### config.mk
export PLATFORM = sky130hd
export DESIGN_NAME = wb_master_burst
export DESIGN_NICKNAME = d
export VERILOG_FILES = /design/src/rtl/wb_master_burst.sv
export SDC_FILE = /design/constraint.sdc
export NUM_CORES = 1
export LEC_CHECK = 0
export BUFFER_PORTS_ARGS = -buffer_cell sky130_fd_sc_hd__buf_2
export CELL_PAD_IN_SITES_DETAIL_PLACEMENT = 1
export CELL_PAD_IN_SITES_GLOBAL_PLACEMENT = 1
export CORE_ASPECT_RATIO = 1.1
export CORE_UTILIZATION = 33
export CTS_CLUSTER_SIZE = 25
export DETAILED_ROUTE_END_ITERATION = 16
export GPL_TIMING_DRIVEN = 0
export HOLD_SLACK_MARGIN = 0.02
export PLACE_DENSITY_LB_ADDON = 0.1
export SYNTH_ARGS = -nofsm -noshare
export SYNTH_HDL_FRONTEND = slang
export SYNTH_SLANG_ARGS = --single-unit
### constraint.sdc
create_clock -name clk_i -period 3 [get_ports clk_i]
set_input_delay 0.6 -clock clk_i [delete_from_list [all_inputs] [get_ports clk_i]]
set_output_delay 0.6 -clock clk_i [all_outputs]
set_load 0.03 [all_outputs]
### src/rtl/wb_master_burst.sv
// wb_master_burst
//   Wishbone classic burst master. One request moves len+1 beats starting at
//   addr, stepping the address by ADDR_INC after every acknowledged beat.
//   Writes fetch each beat's data through a wd_valid/wd_ready handshake (LOAD)
//   before presenting it on the bus (XFER). Reads stream back-to-back, and every
//   beat returns through rdata/rvalid. Each burst ends with one DONE cycle that
//   pulses done and reports status.
//
// Optional feature macro: WB_MASTER_TIMEOUT_EN
//   When defined, a watchdog aborts a beat that waits TIMEOUT_CYC cycles for
//   ack/err, and the burst ends with status 2'b10. When undefined, the master
//   waits indefinitely.
//
// Ports
//   clk_i, rst_i        clock, synchronous active-high reset
//   req/req_rdy         burst request, accepted when both are high (IDLE only)
//   wr, addr, sel, len  direction, start address, byte enables, beats-1
//   wd_valid/wd_ready   write-data handshake, wd_data captured in LOAD
//   rdata, rvalid       read beat data and one-cycle valid pulse
//   done, status        burst-end pulse; 00 ok, 01 bus error, 10 timeout
//   busy                high whenever not IDLE
//   m_wb_*              Wishbone master side
module wb_master_burst #(
  parameter int ADDR_WID    = 32,
  parameter int DATA_WID    = 32,
  parameter int LEN_WID     = 4,
  parameter int ADDR_INC    = DATA_WID / 8,
  parameter int TIMEOUT_CYC = 255
) (
  input  logic                    clk_i,
  input  logic                    rst_i,

  input  logic                    req,
  output logic                    req_rdy,
  input  logic                    wr,
  input  logic [ADDR_WID-1:0]     addr,
  input  logic [DATA_WID/8-1:0]   sel,
  input  logic [LEN_WID-1:0]      len,

  input  logic                    wd_valid,
  output logic                    wd_ready,
  input  logic [DATA_WID-1:0]     wd_data,

  output logic [DATA_WID-1:0]     rdata,
  output logic                    rvalid,
  output logic                    done,
  output logic [1:0]              status,
  output logic                    busy,

  output logic                    m_wb_clk_o,
  output logic [ADDR_WID-1:0]     m_wb_addr_o,
  output logic [DATA_WID-1:0]     m_wb_data_o,
  input  logic [DATA_WID-1:0]     m_wb_data_i,
  output logic [DATA_WID/8-1:0]   m_wb_sel_o,
  output logic                    m_wb_we_o,
  output logic                    m_wb_cyc_o,
  output logic                    m_wb_stb_o,
  input  logic                    m_wb_ack_i,
  input  logic                    m_wb_err_i
);

  localparam logic [1:0] ST_OK  = 2'b00;
  localparam logic [1:0] ST_ERR = 2'b01;

  typedef enum logic [1:0] {
    IDLE,
    LOAD,
    XFER,
    DONE
  } state_t;

  state_t              state;
  state_t              state_nxt;
  logic [LEN_WID-1:0]  beat_cnt;
  logic                tmo_hit;

  if (DATA_WID % 8 != 0 || TIMEOUT_CYC < 1) begin : g_param_check
    $error("wb_master_burst: DATA_WID must be a multiple of 8 and TIMEOUT_CYC at least 1");
  end

  assign m_wb_clk_o = clk_i;
  assign m_wb_cyc_o = (state == LOAD) || (state == XFER);
  assign m_wb_stb_o = (state == XFER);

`ifdef WB_MASTER_TIMEOUT_EN
  localparam logic [1:0] ST_TMO  = 2'b10;
  localparam int         TMO_WID = $clog2(TIMEOUT_CYC + 1);

  logic [TMO_WID-1:0] tmo_cnt;

  // Holding at zero outside XFER covers the clear on entry to XFER.
  always_ff @(posedge clk_i) begin
    if (rst_i || state != XFER || m_wb_ack_i) begin
      tmo_cnt <= '0;
    end else if (!m_wb_err_i) begin
      tmo_cnt <= tmo_cnt + TMO_WID'(1);
    end
  end

  // Fires on the TIMEOUT_CYC-th consecutive XFER cycle without ack/err.
  assign tmo_hit = (state == XFER) && !m_wb_ack_i && !m_wb_err_i &&
                   (tmo_cnt == TMO_WID'(TIMEOUT_CYC - 1));
`else
  assign tmo_hit = 1'b0;
`endif

  always_comb begin
    state_nxt = state;
    case (state)
      IDLE: begin
        if (req) begin
          state_nxt = wr ? LOAD : XFER;
        end
      end
      LOAD: begin
        if (wd_valid && wd_ready) begin
          state_nxt = XFER;
        end
      end
      XFER: begin
        if (m_wb_err_i) begin
          state_nxt = DONE;
        end else if (m_wb_ack_i) begin
          if (beat_cnt == '0) begin
            state_nxt = DONE;
          end else begin
            state_nxt = m_wb_we_o ? LOAD : XFER;
          end
        end else if (tmo_hit) begin
          state_nxt = DONE;
        end
      end
      DONE: begin
        state_nxt = IDLE;
      end
      default: begin
        state_nxt = IDLE;
      end
    endcase
  end

  // Handshake and status outputs are registered from the next state so they
  // line up with the state they describe.
  always_ff @(posedge clk_i) begin
    if (rst_i) begin
      state       <= IDLE;
      req_rdy     <= 1'b1;
      wd_ready    <= 1'b0;
      busy        <= 1'b0;
      done        <= 1'b0;
      rvalid      <= 1'b0;
      status      <= ST_OK;
      rdata       <= '0;
      m_wb_addr_o <= '0;
      m_wb_data_o <= '0;
      m_wb_sel_o  <= '0;
      m_wb_we_o   <= 1'b0;
      beat_cnt    <= '0;
    end else begin
      state    <= state_nxt;
      req_rdy  <= (state_nxt == IDLE);
      wd_ready <= (state_nxt == LOAD);
      busy     <= (state_nxt != IDLE);
      done     <= (state_nxt == DONE);
      rvalid   <= 1'b0;

      case (state)
        IDLE: begin
          if (req) begin
            m_wb_addr_o <= addr;
            m_wb_sel_o  <= sel;
            m_wb_we_o   <= wr;
            beat_cnt    <= len;
            status      <= ST_OK;
          end
        end
        LOAD: begin
          if (wd_valid && wd_ready) begin
            m_wb_data_o <= wd_data;
          end
        end
        XFER: begin
          if (m_wb_err_i) begin
            status <= ST_ERR;
          end else if (m_wb_ack_i) begin
            if (!m_wb_we_o) begin
              rdata  <= m_wb_data_i;
              rvalid <= 1'b1;
            end
            if (beat_cnt != '0) begin
              m_wb_addr_o <= m_wb_addr_o + ADDR_WID'(ADDR_INC);
              beat_cnt    <= beat_cnt - LEN_WID'(1);
            end else begin
              status <= ST_OK;
            end
          end
`ifdef WB_MASTER_TIMEOUT_EN
          else if (tmo_hit) begin
            status <= ST_TMO;
          end
`endif
        end
        DONE: begin
        end
        default: begin
        end
      endcase
    end
  end

endmodule
Word-level counts from Yosys, hierarchy flattened:

Cells that the tools add are included.

* $add $sub $neg: 2
* multiply operators: 0
* div/mod/pow operators: 0
* magnitude comparators: 0
* eq/ne operators: 11
* shifts and indexed selects: 0
* mux-type cells: 24
* bitwise gates (word level): 4
* reduce and logical (&&, ||, !) cells: 14

Operator list (number)
* $mux W32: 4
* $pmux W32 S2: 1
* $add A32 B3 Y32 const B: 1
* $mux W2: 11
* $mux W4: 4
* $pmux W2 S4: 1
* $pmux W4 S2: 1
* $reduce_and A4 Y1: 2
* $eq A2 B2 Y1 const B: 3
* $reduce_and A5 Y1: 1
* $eq A2 B1 Y1 const B: 2
* $logic_not A2 Y1: 2
* $logic_not A4 Y1: 1
* $ne A2 B1 Y1 const B: 2
* $ne A2 B2 Y1 const B: 2
* $not A1 Y1: 4
* $pmux W2 S2: 1
* $reduce_and A2 Y1: 2
* $reduce_bool A2 Y1: 2
* $reduce_bool A4 Y1: 1
* $reduce_or A4 Y1: 1
* $sub A4 B1 Y4 const B: 1
* $ne A3 B1 Y1 const B: 1
* $ne A3 B3 Y1 const B: 1
* 3 further kinds: 3

* register bits: 114
* bits in latches: 0
* bits in writable memories: 0
* bits in read-only memories: 0
* bits of input ports: 111
* output and inout bits: 111
* logic and storage cells: 68
* memories kept: 0

Logic depth before layout (Yosys ltp):

Gate-level depths: netlist of the first run.

* word-level depth: 6
* gate-level depth with buffers: 10
* depth with buffers taken out: 7

==> results.txt, run 1 <==
STA classifies the critical path startpoint as a flop. The maximum number of pins on one net before global-route repair is 17. Of the synthesized area, sequential elements account for 45.04%. The maximum resistive drop on vdd is 0.4725 mV. In this run the static leakage power is 3.004 nW. The core box area is 0.01462 mm². The library cell used most frequently in the layout, excluding fill and tap cells, is buf_2.

Cells with a size suffix above 1 make up 29.15% of the layout. The smallest clock period supported by the final layout is computed as 2.736 ns. Among all stages on the critical path, the largest delay is contributed by clkbuf_1. After clock tree synthesis, the clock-pin slew on the worst setup and hold paths is 0.06 ns. Summed over all layers, the global routing overflow is 0. The DRC violation total after the first TritonRoute iteration came out at 261. The mean instance size in the synthesized netlist came out at 7.656 µm². The actual transition at the worst max-transition pin came out at 0.8115 ns.

The flow ran to the end, and the final reports show no timing, DRC or antenna violations. The max-capacitance violation count is 0. The number of rows in the core area is 46. The total wire length after detailed routing came out at 20.13 mm. Post-CTS timing repair inserted 0 buffers for setup. The first-pass iteration count of the detailed router came out at 4.

In the finished design, the share of the clock period the worst path needs comes to 91.21%. The maximum clock skew at final layout came out at 0.007588 ns. For this design the ratio of total power to cell area is 672.1 mW/mm². The final-layout fill cell count is 1889. The hold-fix buffer count after cts is 0. The ratio of routed vias to standard cells is 5.357.

The overall die height came out at 131.4 µm. The post-detailed-placement half-perimeter wirelength is 15.00 mm. The number of primary I/O pins came out at 222.

The number of antenna repair diodes came out at 0. The met3 track demand over resource in global routing came out at 6.814%. The hold violation count in the final report came to 0. The initial antenna violation count came out at 0. The netlist area before placement is 0.005022 mm². The post-placement worst setup slack came out at 0.2576 ns.

In the global route stage, met1 resource usage came out at 28.41%. For the worst setup path, the data required time is 3.43 ns. The number of pins exceeding their max-slew limit in the final report is 0. The top cell type by total area after synthesis is dfxtp_1. The number of instances in the synthesized netlist came out at 656. Setup repair after global routing left no endpoint under its margin.

The cell that appears most often on the critical path is clkbuf_1. The number of distinct standard cells referenced by the synthesized netlist came out at 56. Summing all flip-flop and latch instances after layout gives 0.002262 mm². The multi-input gate area in the final layout came out at 0.002517 mm².

Once detail routing completed, the nets flagged for antenna violations numbered 0. For met2 alone, demand over resource in global routing was 46.89%. The latest clock arrival within the worst-skew pair is 0.53 ns. In this run the most used layer during global routing was met2. Power comes to 4.743 mW.

The worst pin sits at a relative slew slack of 45.40%. Across all setup checks in the final design, the least slack found is 0.2636 ns. Sorting the synthesized cells by area gives the leading types as dfxtp_1 45%, nand2_1 12%, a21oi_1 10%.

TritonCTS built the clock tree. The number of register bits inferred by synthesis came out at 113. The final net count is 1012. Setup violations remaining at the end of the flow were counted as 0. The final weighted congestion in routability-driven placement came out at 0.8347. The highest net fanout along the worst path is 10. The number of global-route vias before repair is 6239. The first-pass GRT wire length came out at 31.84 mm.

Of all flip-flops after synthesis, the portion carrying an async set or reset was 0%. The die boundary width is 119.6 µm. Buffers placed on the I/O ports in this run total 218. In the routed design, unresolved DRC markers number 0. Leaving out fill and tap cells, the most frequent cells in the layout are 218 x buf_2, 163 x nand2_1, 113 x dfxtp_1. Relative to the synthesized area, the layout overhead comes to 40.51%. Setup total negative slack on the finished layout was measured at 0 ns. STA classifies the critical path endpoint as a flop. The effective utilization at floorplan came out at 34.35%. The maximum clock rate is 0.3654 GHz. The count of flip-flops with a built-in enable after synthesis is 0. For this run, the slowest stage of the critical path takes 0.50 ns. Global routing consumed, over all layers together, 26.07% of the routing resources. The die area came out at 0.01572 mm². The critical path is of the flop to flop type. The yosys synthesis warning count came out at 0. Walking the worst path, the cells encountered are inv_1, ha_1, clkbuf_1, nand2_1, nor2_1, clkbuf_1, a21oi_1, a311o_1, o41ai_1.

The post-detailed-route wirelength per cell came out at 18.29 µm. The arrival time at the worst endpoint came out at 3.16 ns. The prevailing post-synth register cell is dfxtp_1. The routed via count came out at 5898. The share of the synthesized area in the top cell type came out at 45.04%. The min-delay analysis places its worst path in the category input pin to flop. Counting every net in the synthesized netlist gives 772.
==> state kept, by name, summed over array words and instances (netlist names) <==
| signal | cells |
|---|---|
| rvalid | 1 |
| m_wb_addr_o | 32 |
| rdata | 32 |
| status | 1 |
| req_rdy | 1 |
| beat_cnt | 4 |
| m_wb_sel_o | 4 |
| done | 1 |
| m_wb_data_o | 32 |
| state | 2 |
| wd_ready | 1 |
| m_wb_we_o | 1 |
| busy | 1 |
==> final cells by class <==
class                           instances  share of cell area [%]
Sequential cell                       113                   32.06
Clock buffer                           26                   7.713
Timing Repair Buffer                  217                   15.39
Clock inverter                         10                   2.234
Tap cell                              192                   3.404
Multi-Input combinational cell        481                   35.67
Inverter                               15                  0.7979
Buffer                                 47                   2.730
==> synthesized netlist by cell type, types with 5 or more instances <==
cell type  count
a211oi_1       6
a21oi_1      101
a22oi_1        8
a31oi_1        7
and3_1        11
buf_1          5
clkbuf_1      39
dfxtp_1      113
ha_1           5
inv_1         15
nand2_1      163
nand3_1       22
nand4_1       11
nor2_1        23
nor3_1        15
nor4_1         7
o21ai_0       32
o32ai_1        5
==> cell families after synthesis <==
logic type / after synthesis / synth area share (%)
simple gates: 282 / 25.71
compound gates: 188 / 21.95
fa+ha+maj: 5 / 1.246
mux: 5 / 1.046
other cells: 1 / 0.07467
flops: 113 / 45.04
buf+inv: 62 / 4.933
==> repair_timing <==
item,CTS,global route
resized for setup,0,3
hold endpoints to repair,0,0
endpoints found under the setup margin,0,5
==> worst max-delay path, delay by kind of cell (launching register included) <==
kind	cells	cell delay, ns
AO/OA/AOI/OAI	3	0.55
adder cells (fa/ha/maj)	1	0.21
flip-flops	1	0.34
AND/OR/NAND/NOR	2	0.51
buffers and inverters	3	1.01
==> through the flow <==
| step | hold slack [ns] | area [µm²] | cells | utilization (%) |
|---|---|---|---|---|
| 5_1_grt | 0.2992 | 7057 | 1101 | 48.27 |
| 2_1_floorplan | 0.4542 | 5022 | 656 | - |
| 6_report | 0.3063 | 7057 | 1101 | 48.27 |
| 3_3_place_gp | 0.4392 | 6354 | 1066 | 43.46 |
| 4_1_cts | 0.2932 | 7051 | 1101 | 48.23 |
| 3_5_place_dp | 0.4435 | 6354 | 1066 | 43.46 |
==> final timing paths <==
check / slack (ns) / depth (start not counted) / endpoint / startpoint
hold / removal: 0.31 / 3 / m_wb_addr_o[0]$_SDFFE_PP0P_ / addr[0]
setup / recovery: 0.26 / 9 / m_wb_addr_o[25]$_SDFFE_PP0P_ / state[1]$_SDFF_PP0_
hold reg to reg: 0.45 / 2 / m_wb_data_o[28]$_SDFFE_PP0P_ / m_wb_data_o[28]$_SDFFE_PP0P_
setup reg to reg: 0.26 / 9 / m_wb_addr_o[25]$_SDFFE_PP0P_ / state[1]$_SDFF_PP0_
==> metal layers <==
layer,vias up,share of wire [%]
li1,2786,-
met1,2860,40
met2,217,52
met3,35,6.5
met4,0,2.0
met5,-,0
==> where the power goes <==
group | switching, mW | internal (mW) | total, mW | leakage, nW
Sequential | 0.0857 | 1.57 | 1.66 | 0.919
Combinational | 0.454 | 0.222 | 0.677 | 1.73
Clock | 0.782 | 1.62 | 2.41 | 0.354
Total | 1.32 | 3.42 | 4.74 | 3.00
Note: power is estimated with default switching activity, not from simulation.
==> run 2: changes to the inputs <==
--- a/config.mk
+++ b/config.mk
@@ -6,15 +6,15 @@
 export NUM_CORES = 1
 export LEC_CHECK = 0
 export BUFFER_PORTS_ARGS = -buffer_cell sky130_fd_sc_hd__buf_2
-export CELL_PAD_IN_SITES_DETAIL_PLACEMENT = 1
-export CELL_PAD_IN_SITES_GLOBAL_PLACEMENT = 1
 export CORE_ASPECT_RATIO = 1.1
-export CORE_UTILIZATION = 33
+export CORE_UTILIZATION = 44
 export CTS_CLUSTER_SIZE = 25
 export DETAILED_ROUTE_END_ITERATION = 16
 export GPL_TIMING_DRIVEN = 0
 export HOLD_SLACK_MARGIN = 0.02
 export PLACE_DENSITY_LB_ADDON = 0.1
+export SKIP_CTS_REPAIR_TIMING = 1
 export SYNTH_ARGS = -nofsm -noshare
 export SYNTH_HDL_FRONTEND = slang
 export SYNTH_SLANG_ARGS = --single-unit
+export TNS_END_PERCENT = 100
==> run 2 against run 1 <==
  * Core utilization increased by 15 points
  * Fmax grew 3.1%
  * Global-route usage is 1.9 points higher
  * Clock skew rose by 0.0042 ns
  * Routed wire length down 17%
  * Sequential power barely moved
==> results.txt, run 2 (synthesis gave the netlist of run 1 again) <==
Headroom to the max-slew limit came out at 47.83%. The power density relative to cell area is 674.5 mW/mm². Wires add up to 16.77 mm. The routed via count came out at 5739.

The antenna violation net count after detailed routing is 0. The clock edge transition at the registers on the reported setup and hold paths is 0.06 ns. The post-detailed-placement half-perimeter wirelength came out at 12.26 mm. Routability-driven placement finished with a final weighted congestion of 0.8736. Combinational logic burns 14.0% of the power.

VDD sags by at most 0.3112 mV. 0 antenna diodes ended up in the layout. Counting the fill cells in the layout gives 1031. The number of port buffers came out at 218.

The maximum clock skew at final layout is 0.01181 ns. Row generation in the floorplan step produced 40 rows. The hold violation count in the final report is 0. Registers are responsible for 35.1% of the overall power. In this run the worst path has a maximum fanout of 10. The post-placement worst setup slack came out at 0.3934 ns.

The DRC violation total after the first TritonRoute iteration came out at 385. The minimum setup slack in the final design is 0.3451 ns. The number of primary I/O pins came out at 222. The run finished with clean final reports.

The maximum number of pins on one net before global-route repair is 17. The completed layout was analyzed and its total power is 4.728 mW. The number of global-route vias before repair came out at 5295. The initial utilization of the core area, before any placement, comes to 45.61%. The max-capacitance violation count came out at 0. The clock power share came out at 51.0%.

The overflow left after global routing is 0. The ratio of cells with drive above 1 in the final layout came out at 29.19%. The first-pass GRT wire length came out at 26.02 mm. The number of pins exceeding their max-slew limit in the final report came out at 0. The core box area came out at 0.01101 mm².

The worst path in the final design needs a cycle of 2.655 ns, including I/O delays and setup. The arrival time at the worst endpoint came out at 3.06 ns. The largest registers in the layout are m_wb_addr_o (32), m_wb_data_o (32), rdata (32).

The total non-filler cell area in the finished layout came out at 0.007009 mm². The overall die height is 114.1 µm. The die boundary width came out at 103.9 µm. After detailed routing, the number of vias per cell comes to 5.440. The endpoint kind of the worst setup timing path is a flop.

Leaving out fill and tap cells, the most frequent cell in the layout is buf_2. For this design the static power due to leakage is 3.007 nW. The total internal power came out at 3.459 mW.

The CTS tree is done. For the final routed database, the setup TNS stands at 0 ns. The type of the worst min-delay path is input pin to flop.

The first-pass iteration count of the detailed router is 5. For this run, design rule violations remaining after detail routing come to 0. At the pin with the least slew margin, the transition time is 0.7825 ns. The area growth from synthesis to layout came out at 39.56%. The portion of the clock cycle consumed by the worst path in the final layout is 88.50%. The final net count came out at 1012. The switching share of power is 26.83%. Setup repair after global routing left no endpoint under its margin. The instance area at placement is 0.006297 mm². The initial antenna violation count is 0. The clock reaches the later pin of the worst-skew pair after 0.52 ns. The category of the critical setup timing path is flop to flop.

The count of final setup violators is 0. The die area came out at 0.01185 mm². Global routing used 27.96% of the available tracks. The post-detailed-route wirelength per cell is 15.89 µm.

STA puts the critical path data required time at 3.41 ns. The library cells used most frequently in the layout, excluding fill and tap cells, are 218 x buf_2, 163 x nand2_1, 113 x dfxtp_1. Derived from the worst setup path, the maximum achievable clock frequency is 0.3767 GHz. The worst hold slack across all endpoints is 0.3157 ns. The startpoint type of the worst setup path is a flop. The power spent charging and discharging nets came out at 1.268 mW.
[run 2: cell types whose count changed in the layout (fill, tap and decap cells not counted), sizes merged]
cell and delta:
clkinvlp +1, clkbuf -1, clkinv -1
[run 2: worst paths after layout]
kind / startpoint / to / slack [ns] / cells past startpoint
setup / recovery: state[0]$_SDFF_PP0_ / m_wb_addr_o[30]$_SDFFE_PP0P_ / 0.35 / 9
hold / removal: addr[0] / m_wb_addr_o[0]$_SDFFE_PP0P_ / 0.32 / 3
setup reg to reg: state[0]$_SDFF_PP0_ / m_wb_addr_o[30]$_SDFFE_PP0P_ / 0.35 / 9
hold reg to reg: m_wb_sel_o[0]$_SDFFE_PP0P_ / m_wb_sel_o[0]$_SDFFE_PP0P_ / 0.45 / 2
[run 2: routing by layer]
metal | routed length, µm | vias to the layer above | share of wire, % | track usage, %
met3 | 1361 | 29 | 8.1 | 7.342
met5 | 0 | - | 0 | 0
li1 | - | 2788 | - | -
met1 | 6889 | 2643 | 41 | 33.60
met4 | 330 | 0 | 2.0 | 10.86
met2 | 8184 | 279 | 49 | 48.00
[run 2: area by class of cell]
type / instances / area (µm²) / area share [%]
sequential: 113 / 2262 / 32.27
inverter: 15 / 56.30 / 0.8033
clock buffer: 25 / 560.5 / 7.997
clock inverter: 10 / 156.4 / 2.231
tap: 147 / 183.9 / 2.624
buffer: 47 / 191.4 / 2.731
timing repair buffer: 217 / 1086 / 15.49
multi-input combinational: 481 / 2512 / 35.84
[run 2: power by group through the flow]
stage	logic (mW)	clock network, mW	registers (mW)
floorplan	0.287	0.0499	1.79
global placement	0.637	0.0599	1.68
detailed placement	0.650	0.0599	1.68
CTS	0.655	2.44	1.65
global route	0.709	2.52	1.67
finish	0.660	2.41	1.66
[run 2: worst max-delay path, stage by stage (launching register included)]
cell,delay (ns)
dfxtp_1,0.37
inv_1,0.08
ha_1,0.21
clkbuf_1,0.20
mux2_2,0.37
o211ai_1,0.27
clkbuf_1,0.65
a22o_1,0.26
nand2_1,0.05
o311ai_0,0.09
[run 2: stage by stage]
stage          utilization [%]  instances
2_1_floorplan                -        656
3_3_place_gp             57.19       1021
3_5_place_dp             57.19       1021
4_1_cts                  63.66       1055
5_1_grt                  63.66       1055
6_report                 63.66       1055
==> run 3: changes to the inputs <==
--- a/config.mk
+++ b/config.mk
@@ -5,6 +5,7 @@
 export SDC_FILE = /design/constraint.sdc
 export NUM_CORES = 1
 export LEC_CHECK = 0
+export ABC_AREA = 1
 export BUFFER_PORTS_ARGS = -buffer_cell sky130_fd_sc_hd__buf_2
 export CORE_ASPECT_RATIO = 1.1
 export CORE_UTILIZATION = 44
==> run 3 against run 2 <==
  * Clock power about the same
  * Global-route usage up 0.056 points
  * Worst hold slack worse by 0.029 ns
  * Sequential power up 2%
  * Routed wire length up 3.4%
  * Combinational power up 26%
  * Flip-flop and latch count unchanged
  * Synthesized cell count up 24%
  * Die area up 6.9%
  * Via count up 7.0%
  * Clock skew down 0.0061 ns
  * Register-to-register slack better by 0.56 ns
  * Critical path type is now clock port to output port
  * Largest cell class unchanged
==> results.txt, run 3 <==
The sequential-to-total area share from yosys stat is 42.09%. The accumulated negative setup slack is 0 ns. The maximum resistive drop on vdd came out at 0.5530 mV. The beginning of the worst register-to-register path is state[0]$_SDFF_PP0_. After detailed routing, the total wire length is 17.33 mm. The source of the worst hold timing path is m_wb_data_i[8].

The number of primary I/O pins is 222. The max-capacitance violation count is 0. In this run the tightest slew margin relative to its limit is 58.41%. The number of cell instances on the worst register-to-register path came out at 9. The die covers 0.01266 mm². The final net count came out at 1174. The yosys synthesis warning count came out at 0. The power density relative to cell area is 669.8 mW/mm². The mapped netlist covers 0.005375 mm².

nand2_1 is the most common cell in the netlist. The cell that appears most often on the critical path is clkbuf_16. In the layout the commonest cells are 234 x buf_2, 203 x nand2_1, 163 x nor2_1.

The number of distinct standard cells referenced by the synthesized netlist is 37. The most used flip-flop cell after synthesis is dfxtp_1. The worst setup path is launched from a clock port. The number of instances in the synthesized netlist came out at 816. Compared with the post-synthesis result, the final layout area differs by 37.03%. The share of the synthesized area in the top cell type came out at 42.09%. The required time at the worst-slack endpoint came out at 2.40 ns.

The clock edge transition at the registers on the reported setup and hold paths came out at 0.05 ns. By count the netlist is led by 203 x nand2_1, 163 x nor2_1, 113 x dfxtp_1. In this run the worst setup path terminates at m_wb_clk_o. The number of pins exceeding their max-slew limit in the final report is 0. The initial antenna violation count came to 0. The number of nets in the synthesized netlist is 932. The maximum cell stage delay along the critical path came out at 0.16 ns.

The largest registers in the layout are m_wb_addr_o (32), m_wb_data_o (32), rdata (32). In this run the worst setup path begins at clk_i. By area the synthesized netlist is led by dfxtp_1 42%, nand2_1 14%, nor2_1 11%. The ratio of routed vias to standard cells came out at 5.029. The total global routing track utilization came out at 28.02%. From left edge to right edge, the die measures 107.4 µm. The total stage count of the critical path is 4. The run finished with clean final reports.

The arrival time at the worst endpoint is 2.03 ns. The number of register bits inferred by synthesis is 113. In the final routed layout, each cell accounts on average for 14.20 µm.

The remaining routing DRC violations is 0. In this run the critical register-to-register path is captured at m_wb_addr_o[14]$_SDFFE_PP0P_. The maximum clock skew at final layout came out at 0.005762 ns. The CTS tree is done. The total non-filler cell area in the finished layout is 0.007366 mm². The count of buffer and inverter cells on the critical path is 4. The number of port buffers is 220. The final-layout fill cell count is 1157. For met3 alone, demand over resource in global routing was 9.302%. The hold violation count in the final report is 0. The maximum number of pins on one net before global-route repair is 17. The number of antenna repair diodes is 0. The multi-input gate area in the final layout is 0.002739 mm². Once placement finished, the instance area stood at 0.006664 mm². The core box area is 0.01170 mm². The final weighted congestion in routability-driven placement is 0.9104. The antenna violation net count after detailed routing came out at 0. The global routing stage identified its most utilized layer as met2.

The ratio of cells with drive above 1 in the final layout came out at 26.52%. Global routing consumed, on the met2 layer, 45.20% of the routing resources. The post-placement worst setup slack is 0.6344 ns. For this design, the slowest cell found on the critical path is buf_2. The worst setup path is captured at an output port.

The later pin in the worst-skew pair is clocked with a latency of 0.53 ns. The mean instance size in the synthesized netlist came out at 6.587 µm². The critical path in this run is classified as clock port to output port. Detailed routing inserted a total of 6141 vias. The worst hold path belongs to the class input pin to flop. The overflow left after global routing came out at 0. The setup slack of the worst register-to-register path came out at 0.91 ns.

Grouping stages by cell kind, the critical path spends the most delay in buffers and inverters. For this configuration, the core starts out at a cell density of 45.96%. Setup repair after global routing left no endpoint under its margin. Walking the worst path, the cells encountered are clkbuf_16, clkbuf_16, buf_4, buf_2. The overall die height is 117.9 µm. For the pin with the worst max-slew slack, the measured transition is 0.6238 ns. In the final layout, flip-flops and latches occupy 0.002262 mm². The minimum setup slack in the final design is 0.3737 ns. The highest net fanout along the worst path came out at 2. After synthesis, the share of flip-flops with an asynchronous set or reset is 0%. Summed over all instances, the cell type with the most area after synthesis is dfxtp_1. The number of rows in the core area is 41. The count of final setup violators is 0. The number of global-route vias before repair is 5736.

Detailed placement ended at an HPWL of 12.79 mm. The DRC violation total after the first TritonRoute iteration came out at 374. The first global-routing pass estimated 27.58 mm of wire. Summed over all cells, the static leakage comes to 3.398 nW. The library cell used most frequently in the layout, excluding fill and tap cells, is buf_2. The first-pass iteration count of the detailed router came out at 5. The met1 layer usage reported by global route came out at 33.23%. Yosys mapped a number of flops with a built-in enable equal to 0.
run 3: cell count changes in the layout (fill, tap and decap cells not counted), moves of 16 or more:
| cell | change |
|---|---|
| nor2_1 | +140 |
| a21oi_1 | -27 |
| nand2_1 | +40 |
| inv_1 | +25 |
| nand3_1 | +47 |
| buf_2 | +16 |
| o21ai_0 | +34 |
| clkbuf_1 | -21 |
run 3: area by class of cell:
class	count	area share [%]
buffer	44	2.786
clock buffer	23	7.100
clock inverter	13	2.497
inverter	45	2.293
multi-input combinational	614	37.18
sequential	113	30.71
tap	150	2.548
timing repair buffer	219	14.88
run 3: worst min-delay path by stage:
stage	slack (ns)	end	cells after the start
6_report	0.29	rdata[8]$_SDFFE_PP0P_	3
5_1_grt	0.28	rdata[29]$_SDFFE_PP0P_	3
4_1_cts	0.27	rdata[25]$_SDFFE_PP0P_	3
3_5_place_dp	0.45	m_wb_data_o[3]$_SDFFE_PP0P_	2
3_3_place_gp	0.45	m_wb_data_o[30]$_SDFFE_PP0P_	2
2_1_floorplan	0.45	beat_cnt[1]$_SDFFE_PP0P_	2
run 3: logic make-up after synthesis:
logic type | Yosys count | synth area share [%]
adders and majority gates | 5 | 1.164
and+or+nand+nor | 451 | 34.17
xor gates and xnor gates | 3 | 0.4889
buffers and inverters | 89 | 6.960
AOI/OAI and AO/OA | 154 | 15.06
DFF | 113 | 42.09
other | 1 | 0.06977
run 3: routing by layer:
| layer | wire length, µm | vias up |
|---|---|---|
| li1 | - | 3123 |
| met1 | 7308 | 2746 |
| met2 | 8108 | 230 |
| met3 | 1440 | 42 |
| met4 | 476 | 0 |
| met5 | 0 | - |
run 3: power breakdown:
group / total [mW] / switching (mW) / internal, mW / leakage [nW]
Combinational: 0.834 / 0.561 / 0.273 / 2.13
Sequential: 1.70 / 0.103 / 1.60 / 0.920
Clock: 2.40 / 0.795 / 1.61 / 0.345
run 3: worst register-to-register path, cell delays in order (launching register included):
cell and delay (ns):
dfxtp_1 0.41, inv_1 0.09, ha_1 0.23, buf_2 0.17
inv_2 0.17, clkbuf_1 0.50, nand2_1 0.15, o21ai_0 0.11
nand2_1 0.07, a21oi_1 0.13
run 3: per-stage QoR:
step	cells	power (mW)	utilization [%]	hold WS, ns
2_1_floorplan	816	2.306	-	0.4533
5_1_grt	1221	5.134	62.98	0.2813
3_5_place_dp	1186	2.616	56.97	0.4513
4_1_cts	1221	4.964	62.98	0.2717
6_report	1221	4.933	62.98	0.2866
3_3_place_gp	1186	2.610	56.97	0.4462
